## src/rtl/dlx_dest_scoreboard_pkg.sv

```systemverilog
// Shared constants and the address-to-one-hot helper for the DLX destination path.
package dlx_dest_scoreboard_pkg;

  localparam int DLX_ADDR_W = 3;
  localparam int DLX_NREG   = 8;
  localparam logic [DLX_ADDR_W-1:0] DLX_R0 = 3'd0;

  // Plain one-hot decode; R0 masking and enable are applied by the caller.
  function automatic logic [DLX_NREG-1:0] dlx_onehot(input logic [DLX_ADDR_W-1:0] addr);
    logic [DLX_NREG-1:0] v;
    v = {{(DLX_NREG-1){1'b0}}, 1'b1} << addr;
    return v;
  endfunction

endpackage

```

## src/rtl/dlx_dest_scoreboard_if.sv

```systemverilog
// Issue / write-back bus between decode, the scoreboard and the register file.
interface dlx_dest_scoreboard_if;
  import dlx_dest_scoreboard_pkg::*;

  logic                  issue_valid;
  logic [DLX_ADDR_W-1:0] issue_dest;
  logic [DLX_ADDR_W-1:0] src_a;
  logic [DLX_ADDR_W-1:0] src_b;
  logic                  stall;
  logic                  wb_valid;
  logic [DLX_ADDR_W-1:0] wb_dest;
  logic [DLX_NREG-1:0]   wb_we;
  logic [DLX_NREG-1:0]   busy;
  logic [DLX_ADDR_W:0]   pend_cnt;
  logic                  err_wb_idle;

  modport master (
    output issue_valid, issue_dest, src_a, src_b, wb_valid, wb_dest,
    input  stall, wb_we, busy, pend_cnt, err_wb_idle
  );

  modport slave (
    input  issue_valid, issue_dest, src_a, src_b, wb_valid, wb_dest,
    output stall, wb_we, busy, pend_cnt, err_wb_idle
  );

endinterface

```

## src/rtl/dlx_dest_decode.sv

```systemverilog
// Combinational register-address decoder with enable; R0 never decodes.
module dlx_dest_decode
  import dlx_dest_scoreboard_pkg::*;
(
  input  logic                  en,
  input  logic [DLX_ADDR_W-1:0] addr,
  output logic [DLX_NREG-1:0]   onehot
);

  // One-hot select, suppressed when disabled or targeting R0
  always_comb begin
    onehot = '0;
    if (en && (addr != DLX_R0)) begin
      onehot = dlx_onehot(addr);
    end else begin
      onehot = '0;
    end
  end

endmodule

```

## src/rtl/dlx_dest_scoreboard.sv

```systemverilog
// Busy scoreboard for the 8-entry register file: RAW/WAW issue stall,
// registered one-hot write enables and an idle-write-back error flag.
module dlx_dest_scoreboard
  import dlx_dest_scoreboard_pkg::*;
(
  input  logic                 clk,
  input  logic                 reset,
  dlx_dest_scoreboard_if.slave bus
);

  logic [DLX_NREG-1:0] busy_r;
  logic [DLX_NREG-1:0] wb_we_r;
  logic [DLX_ADDR_W:0] pend_cnt_r;
  logic                err_wb_idle_r;

  logic                stall_s;
  logic                accept_s;
  logic [DLX_NREG-1:0] set_s;
  logic [DLX_NREG-1:0] clr_s;
  logic [DLX_NREG-1:0] busy_nxt_s;
  logic                inc_s;
  logic                dec_s;
  logic                err_hit_s;

  function automatic logic hz(input logic [DLX_ADDR_W-1:0] r, input logic [DLX_NREG-1:0] b);
    return (r != DLX_R0) && b[r];
  endfunction

  // Hazard detection and next-state scoreboard vector
  always_comb begin
    stall_s  = bus.issue_valid &&
               (hz(bus.src_a, busy_r) || hz(bus.src_b, busy_r) || hz(bus.issue_dest, busy_r));
    accept_s = bus.issue_valid && !stall_s;
    // Set is applied after clear so a same-register issue keeps the entry busy.
    busy_nxt_s = (busy_r & ~clr_s) | set_s;
    inc_s      = |set_s;
    // Only clears of genuinely busy entries reduce the count, keeping it equal to popcount.
    dec_s      = |(clr_s & busy_r);
    err_hit_s  = bus.wb_valid && (bus.wb_dest != DLX_R0) && !busy_r[bus.wb_dest];
  end

  dlx_dest_decode u_set_dec (
    .en     (accept_s),
    .addr   (bus.issue_dest),
    .onehot (set_s)
  );

  dlx_dest_decode u_clr_dec (
    .en     (bus.wb_valid),
    .addr   (bus.wb_dest),
    .onehot (clr_s)
  );

  // Scoreboard, write-enable, counter and sticky error registers
  always_ff @(posedge clk) begin
    if (reset) begin
      busy_r        <= '0;
      wb_we_r       <= '0;
      pend_cnt_r    <= '0;
      err_wb_idle_r <= 1'b0;
    end else begin
      busy_r        <= busy_nxt_s;
      wb_we_r       <= clr_s;
      pend_cnt_r    <= pend_cnt_r + {{DLX_ADDR_W{1'b0}}, inc_s} - {{DLX_ADDR_W{1'b0}}, dec_s};
      err_wb_idle_r <= err_wb_idle_r | err_hit_s;
    end
  end

  assign bus.stall       = stall_s;
  assign bus.busy        = busy_r;
  assign bus.wb_we       = wb_we_r;
  assign bus.pend_cnt    = pend_cnt_r;
  assign bus.err_wb_idle = err_wb_idle_r;

endmodule

```

## src/flat_wrapper.sv

```systemverilog
// flat-port wrapper written by rule: the top's interface ports become plain ports
module dlx_dest_scoreboard_flat import dlx_dest_scoreboard_pkg::*;
  (clk, reset, bus_issue_valid, bus_issue_dest, bus_src_a, bus_src_b, bus_wb_valid, bus_wb_dest, bus_stall, bus_wb_we, bus_busy, bus_pend_cnt, bus_err_wb_idle);
  dlx_dest_scoreboard_if bus_i ();
  input  logic clk;
  input  logic reset;
  input wire logic [$bits(bus_i.issue_valid)-1:0] bus_issue_valid;
  input wire logic [$bits(bus_i.issue_dest)-1:0] bus_issue_dest;
  input wire logic [$bits(bus_i.src_a)-1:0] bus_src_a;
  input wire logic [$bits(bus_i.src_b)-1:0] bus_src_b;
  input wire logic [$bits(bus_i.wb_valid)-1:0] bus_wb_valid;
  input wire logic [$bits(bus_i.wb_dest)-1:0] bus_wb_dest;
  output wire logic [$bits(bus_i.stall)-1:0] bus_stall;
  output wire logic [$bits(bus_i.wb_we)-1:0] bus_wb_we;
  output wire logic [$bits(bus_i.busy)-1:0] bus_busy;
  output wire logic [$bits(bus_i.pend_cnt)-1:0] bus_pend_cnt;
  output wire logic [$bits(bus_i.err_wb_idle)-1:0] bus_err_wb_idle;
  assign bus_i.issue_valid = bus_issue_valid;
  assign bus_i.issue_dest = bus_issue_dest;
  assign bus_i.src_a = bus_src_a;
  assign bus_i.src_b = bus_src_b;
  assign bus_i.wb_valid = bus_wb_valid;
  assign bus_i.wb_dest = bus_wb_dest;
  assign bus_stall = bus_i.stall;
  assign bus_wb_we = bus_i.wb_we;
  assign bus_busy = bus_i.busy;
  assign bus_pend_cnt = bus_i.pend_cnt;
  assign bus_err_wb_idle = bus_i.err_wb_idle;
  dlx_dest_scoreboard u_core (.clk(clk), .reset(reset), .bus(bus_i));
endmodule
```

## config.mk

```make
export PLATFORM = sky130hd
export DESIGN_NAME = dlx_dest_scoreboard_flat
export DESIGN_NICKNAME = d
export VERILOG_FILES = /design/src/rtl/dlx_dest_scoreboard_pkg.sv /design/src/rtl/dlx_dest_scoreboard_if.sv /design/src/rtl/dlx_dest_decode.sv /design/src/rtl/dlx_dest_scoreboard.sv /design/src/flat_wrapper.sv
export SDC_FILE = /design/constraint.sdc
export NUM_CORES = 1
export LEC_CHECK = 0
export BUFFER_PORTS_ARGS = -buffer_cell sky130_fd_sc_hd__buf_2
export CAP_MARGIN = 20
export CORE_AREA = 2 2 44 66
export CTS_CLUSTER_DIAMETER = 120
export DETAILED_ROUTE_END_ITERATION = 8
export DIE_AREA = 0 0 46 68
export GPL_ROUTABILITY_DRIVEN = 1
export HOLD_SLACK_MARGIN = 0.08
export PLACE_DENSITY = 0.75
export REMOVE_ABC_BUFFERS = 1
export SLEW_MARGIN = 20
export SYNTH_ARGS = -nofsm -noshare
export SYNTH_HDL_FRONTEND = slang
export SYNTH_HIERARCHICAL = 1
export SYNTH_SLANG_ARGS = --single-unit
```

## constraint.sdc

```tcl
create_clock -name clk -period 4.15 [get_ports clk]
set_input_delay 0.83 -clock clk [delete_from_list [all_inputs] [get_ports clk]]
set_output_delay 0.83 -clock clk [all_outputs]
set_load 0.005 [all_outputs]
```

==> results of run 1 <==
==> cells by family (layout without fill, tap and decap cells) <==
kind of cell / after synthesis / in the layout / synth area share
multiplexers: 10 / 10 / 0.1068
AND/OR/NAND/NOR: 48 / 48 / 0.2666
flip-flops: 21 / 21 / 0.3485
other: 2 / 2 / 0.006226
buffers and inverters: 17 / 54 / 0.05913
XOR/XNOR: 3 / 3 / 0.02179
adder cells (fa/ha/maj): 5 / 5 / 0.05809
AO/OA/AOI/OAI: 24 / 24 / 0.1328
==> routing by layer <==
metal	share of wire	up-vias	GRT usage
met1	0.39	513	0.2192
met2	0.53	41	0.3507
met3	0.056	5	0.02639
met4	0.023	0	0.1071
li1	-	541	-
met5	0	-	0
==> per-stage QoR <==
step                std cells  utilization  total power, mW  hold WS (ns)
finish                    192       0.5580           0.5011        0.4655
global route              192       0.5580           0.5297        0.5333
CTS                       192       0.5580           0.5026        0.4720
detailed placement        188       0.5406           0.3710        0.4552
global placement          188       0.5406           0.3620        0.4453
floorplan                 126            -           0.3198        0.4605
==> worst register-to-register path: stages, from the launching register on <==
cell and delay (ns):
dfxtp_1 0.51, mux2i_1 0.13, a211oi_1 0.25, a21oi_1 0.07, and3_1 0.22, and4b_2 0.24, or4_1 0.51, nor2_1 0.13
ha_1 0.24, inv_1 0.06, ha_1 0.17, inv_1 0.06, fa_1 0.38, xor2_1 0.16, nor2_1 0.05
==> synth_stat cells (all sizes together) <==
master and instances:
ha 4, a211oi 1, mux2i 5, xor2 2, nand3b 1, a21boi 1, clkbuf 2, dfxtp 21
nand3 1, conb 2, nand2 2, mux4 2, nor2b 4, a32oi 1, nor3b 1, and4bb 6
and4 2, and3 1, a21o 1, mux2 3, or4 2, nor2 21, a211o 1, inv 13
a31oi 1, and4b 6, a21oi 11, a22oi 4, xnor2 1, nand4 1, buf 2, a221o 2
a2bb2oi 1, fa 1
==> registers in the layout, summed over array words and instances, names as in the netlist <==
register,flops
u_core/bus.wb_we,8
u_core/bus.pend_cnt,4
u_core/bus.busy,8
u_core/bus.err_wb_idle,1
==> how the worst min path moves through the flow <==
stage | startpoint | endpoint | slack (ns)
after floorplan | u_core/bus.err_wb_idle | u_core/bus.err_wb_idle | 0.46
after global placement | u_core/bus.err_wb_idle | u_core/bus.err_wb_idle | 0.45
after detailed placement | u_core/bus.err_wb_idle | u_core/bus.err_wb_idle | 0.46
after CTS | u_core/bus.err_wb_idle | u_core/bus.err_wb_idle | 0.47
final | u_core/bus.err_wb_idle | u_core/bus.err_wb_idle | 0.47
after global routing | u_core/bus.err_wb_idle | u_core/bus.err_wb_idle | 0.53
==> final cells by class <==
cell class,count,share of cell area
flip-flops and latches,21,0.2909
well taps,25,0.02164
inverters,13,0.03377
multi-input cells,92,0.4944
repair buffers,37,0.1281
clock buffers,4,0.03117
==> power breakdown <==
group          switching [mW]  total (mW)  leakage [nW]  internal (mW)
sequential             0.0138       0.233         0.171          0.219
combinational          0.0654       0.133         0.486         0.0674
clock                  0.0665       0.135        0.0228         0.0685
==> impl_metrics.tcl, run 1 <==
set metrics [dict create \
    drt_iter0_markers 19 \
    max_stage_delay_ns 0.51 \
    layout.nets 189 \
    period_share 0.8605 \
    die_h_um 68 \
    coreArea_mm2 0.002590 \
    via_per_inst 5.729 \
    drive_gt1_frac 0.3473 \
    finalSetupViolCount 0 \
    r2r_end "u_core/bus.pend_cnt[2]" \
    syn_to_final_growth_pct 19.81 \
    cts_resized 0 \
    rr_startpoint "u_core/bus.busy[1]" \
    grt_max_degree 22 \
    final.setup_skew_ns 0.002354 \
    cts_sinks 21 \
    ys_ff_latch 21 \
    drtAntennaViolNets 0 \
    synth_top_area_cell "dfxtp_1" \
    dieWidth_um 46 \
    synth_area_mm2 0.001206 \
    p_per_area_mw_per_mm2 346.7 \
    wire_per_inst_um 14.51 \
    syn_inst 130 \
    r2r_setup_slack_ns 0.85 \
    row_count 23 \
    maxCapViolations 0 \
    avgSynthCellArea_um2 9.278 \
    max_clock_freq_mhz 280.0 \
    place_hpwl_um 2125 \
    cts_root_buffer "clkbuf_8" \
    cp.arrival_ns 3.72 \
    pre_cts_ws_ns 0.3175 \
    finalHoldViolCount 0 \
    grt-ovfl-total 0 \
    min_period_ns 3.571 \
    nFillCells 246 \
    drt_first_pass_iters 4 \
    path_class "in2reg" \
    synth.top_cells.by_area "dfxtp_1 (35%), nor2_1 (6.5%), and4bb_2 (6.2%)" \
    ff_latch_area_um2 420.4 \
    setup_ws_ns 0.5788 \
    crit_path_start "bus_src_b[0]" \
    cts_max_level 1 \
    path_buf_inv 3 \
    initial_utilization 0.4657 \
    post_cts_buffers 0 \
    mostFrequentLayoutCell "buf_2" \
    cp.required_ns 4.30 \
    drc 0 \
    p_leak_nw 0.6801 \
    yosys_warnings 6 \
    clk_latency_ns 0.26 \
    numCtsBuffers 3 \
    final_cell_area_mm2 0.001445 \
    path_cells "buf_2, mux2_2, a2bb2oi_1, a32oi_1, and3_1, and4b_2, or4_1, nor2_1, ha_1, inv_1, ha_1, inv_1, fa_1, xor2_1, nor2_1" \
    final_cell_mix "buf_2 (37), nor2_1 (21), dfxtp_1 (21)" \
    cts_hold_buf 0 \
    drt-total-wl_um 2786 \
    netlist.area_leader.share 0.3485 \
    cts_tree "built" \
    hp-class "reg2reg" \
    grt_usage 0.1983 \
    placed_cell_area_mm2 0.001400 \
    setup_tns_ns 0 \
    finalMaxSlewViolations 0 \
    status "complete, no violations" \
    clk_pin_slew_ns 0.07 \
    grt_pass1_wl_um 4457 \
    holdPathStages 2 \
    end_kind "flop" \
    crit_path_top_delay_cell "or4_1" \
    rsz0062_at_grt "false" \
    crit_fanout 7 \
    cp.depth 15 \
    portBuffers 37 \
    worstRegToRegCells 14 \
    die-area_mm2 0.003128 \
    clock_path_buffers 2 \
    endpoint "u_core/bus.pend_cnt[2]" \
    routabilityCongestion 0.7801 \
    yosysUniqueCellTypes 35 \
    crit_family "simple AND/OR/NAND/NOR gates" \
    num_vias 1100 \
    grt_pass1_vias 1030 \
    ios 38 \
    multi_input_area_um2 714.4 \
    antenna_found_initial 0 \
    antenna_cells 0 \
    peakVddDrop_uv 134.0 \
    cp-start-kind "input port" \
    yosysSeqAreaShare 0.3485 \
]
Power figures use the tool's default switching activity.
==> run 2: changes to the inputs <==
--- a/config.mk
+++ b/config.mk
@@ -7,13 +7,13 @@
 export LEC_CHECK = 0
 export BUFFER_PORTS_ARGS = -buffer_cell sky130_fd_sc_hd__buf_2
 export CAP_MARGIN = 20
-export CORE_AREA = 2 2 44 66
+export CORE_AREA = 2 2 46 69
 export CTS_CLUSTER_DIAMETER = 120
 export DETAILED_ROUTE_END_ITERATION = 8
-export DIE_AREA = 0 0 46 68
+export DIE_AREA = 0 0 48 71
 export GPL_ROUTABILITY_DRIVEN = 1
 export HOLD_SLACK_MARGIN = 0.08
-export PLACE_DENSITY = 0.75
+export PLACE_DENSITY = 0.72
 export REMOVE_ABC_BUFFERS = 1
 export SLEW_MARGIN = 20
 export SYNTH_ARGS = -nofsm -noshare
==> constraint.sdc (replaced) <==
create_clock -name clk -period 2.9 [get_ports clk]
set_input_delay 0.58 -clock clk [delete_from_list [all_inputs] [get_ports clk]]
set_output_delay 0.58 -clock clk [all_outputs]
set_load 0.005 [all_outputs]
==> impl_metrics.tcl, run 2 (synthesized netlist as in run 1, its figures left out) <==
set metrics [dict create \
    max_clock_freq_mhz 323.0 \
    crit_top_cell "ha_4" \
    worstRegToRegCells 14 \
    nFillCells 256 \
    pre_cts_ws_ns -0.6735 \
    min_period_ns 3.096 \
    syn_to_final_growth_pct 44.61 \
    cts_root_buffer "clkbuf_8" \
    p_leak_nw 0.8008 \
    crit_fanout 7 \
    crit_family "simple AND/OR/NAND/NOR gates" \
    path_cells "buf_8, mux2_4, a221o_1, a32oi_1, and3_4, and4bb_2, or4_4, nor2_4, ha_4, inv_4, ha_4, inv_2, fa_2, xor2_1, nor2_1" \
    crit_path_top_delay_cell "or4_4" \
    finalMaxSlewViolations 0 \
    peakVddDrop_uv 237.4 \
    status "finished with violations" \
    die_h_um 71 \
    ff_latch_area_um2 425.4 \
    rr_startpoint "u_core/bus.busy[4]" \
    layout.nets 209 \
    num_vias 1215 \
    drt_first_pass_iters 4 \
    grt_pass1_vias 1184 \
    hp-class "reg2reg" \
    portBuffers 37 \
    dieWidth_um 48 \
    drc 0 \
    grt-ovfl-total 0 \
    p_per_area_mw_per_mm2 443.9 \
    row_count 24 \
    clk_latency_ns 0.26 \
    antenna_found_initial 0 \
    initial_utilization 0.4228 \
    finalHoldViolCount 0 \
    cts_tree "built" \
    dp_cells 219 \
    final_cell_mix "buf_2 (33), buf_4 (21), nor2_1 (20)" \
    maxCapViolations 0 \
    max_stage_delay_ns 0.53 \
    setup_ws_ns -0.1961 \
    path_buf_inv 3 \
    path_class "in2reg" \
    violations "negative setup slack" \
    routabilityCongestion 0.8545 \
    cts_sinks 21 \
    cp.required_ns 3.04 \
    cp.arrival_ns 3.23 \
    grt_max_degree 22 \
    die-area_mm2 0.003408 \
    wire_per_inst_um 14.75 \
    drive_gt1_frac 0.5294 \
    clock_path_buffers 2 \
    numCtsBuffers 3 \
    grt_usage 0.2062 \
    place_hpwl_um 2321 \
    r2r_setup_slack_ns -0.15 \
    grt_pass1_wl_um 5050 \
    hp-start "u_core/bus.err_wb_idle" \
    final.setup_skew_ns 0.005374 \
    antenna_cells 0 \
    drtAntennaViolNets 0 \
    coreArea_mm2 0.002853 \
    end_kind "flop" \
    mostFrequentLayoutCell "buf_2" \
    cts_max_level 1 \
    drt_iter0_markers 29 \
    ios 38 \
    holdPathStages 2 \
    drt-total-wl_um 3334 \
    hold_end "u_core/bus.err_wb_idle" \
    clk_pin_slew_ns 0.08 \
    cp-start-kind "input port" \
    via_per_inst 5.376 \
    multi_input_area_um2 809.5 \
    r2r_end "u_core/bus.pend_cnt[2]" \
    finalSetupViolCount 3 \
    timing.hold.ws_ns 0.4848 \
    final_cells 226 \
    period_share 1.068 \
    rsz0062_at_grt "true" \
]
-- run 2: cell count changes in the layout (fill, tap and decap cells not counted), moves of 3 or more --
cell	change
ha_1	-3
buf_4	+21
mux2_4	+3
dfxtp_1	-4
buf_2	-4
inv_1	-3
dfxtp_2	+4
ha_4	+3
-- run 2: routing by layer --
| metal | track usage | wire, µm |
|---|---|---|
| met5 | 0 | 0 |
| met4 | 0.1171 | 75 |
| met3 | 0.02041 | 110 |
| met2 | 0.3630 | 1829 |
| met1 | 0.2190 | 1318 |
-- run 2: worst register-to-register path, cell delays in order, from the launching register on --
cell	delay (ns)
dfxtp_2	0.40
mux2_4	0.17
a221o_1	0.14
a32oi_1	0.12
and3_4	0.19
and4bb_2	0.24
or4_4	0.53
nor2_4	0.15
ha_4	0.22
inv_4	0.05
ha_4	0.12
inv_2	0.03
fa_2	0.33
xor2_1	0.17
nor2_1	0.06
-- run 2: final cells by class --
cell class | count | area share
Tap cell | 39 | 0.02798
Sequential cell | 21 | 0.2439
Inverter | 13 | 0.02941
Multi-Input combinational cell | 92 | 0.4641
Clock buffer | 4 | 0.02583
Timing Repair Buffer | 57 | 0.2088
-- run 2: worst max path at each step --
stage	from	to	slack, ns	cells after the start
finish	bus_src_a[0]	u_core/bus.pend_cnt[2]	-0.20	15
global route	bus_issue_dest[1]	u_core/bus.pend_cnt[2]	-0.25	15
CTS	bus_src_a[0]	u_core/bus.pend_cnt[1]	-0.20	14
detailed placement	bus_src_b[0]	u_core/bus.pend_cnt[2]	-0.67	15
global placement	bus_src_a[0]	u_core/bus.pend_cnt[2]	-0.53	15
floorplan	bus_src_b[0]	u_core/bus.pend_cnt[2]	-0.27	14
-- run 2: what timing repair did --
action                     4_1_cts  5_1_grt
hold buffers                     0        0
resized for setup               23       13
hold endpoints to repair         0        0
pin swaps                       10        9
cloned                           0        0
setup buffers                    1        2
setup endpoints to repair        3        3
-- run 2: stage by stage --
| step | total power, mW | cell area, µm² | setup TNS [ns] | utilization |
|---|---|---|---|---|
| 3_5_place_dp | 0.5444 | 1545 | -2.047 | 0.5417 |
| 6_report | 0.7742 | 1744 | -0.5406 | 0.6114 |
| 2_1_floorplan | 0.4577 | 1184 | -0.7064 | - |
| 4_1_cts | 0.7595 | 1680 | -0.4974 | 0.5890 |
| 5_1_grt | 0.8220 | 1744 | -0.6847 | 0.6114 |
| 3_3_place_gp | 0.5302 | 1545 | -1.626 | 0.5417 |
-- run 2: report_power, final --
group | leakage [nW] | internal, mW | switching (mW)
sequential | 0.173 | 0.314 | 0.0204
clock | 0.0228 | 0.0979 | 0.0936
combinational | 0.605 | 0.130 | 0.118
total | 0.801 | 0.542 | 0.232
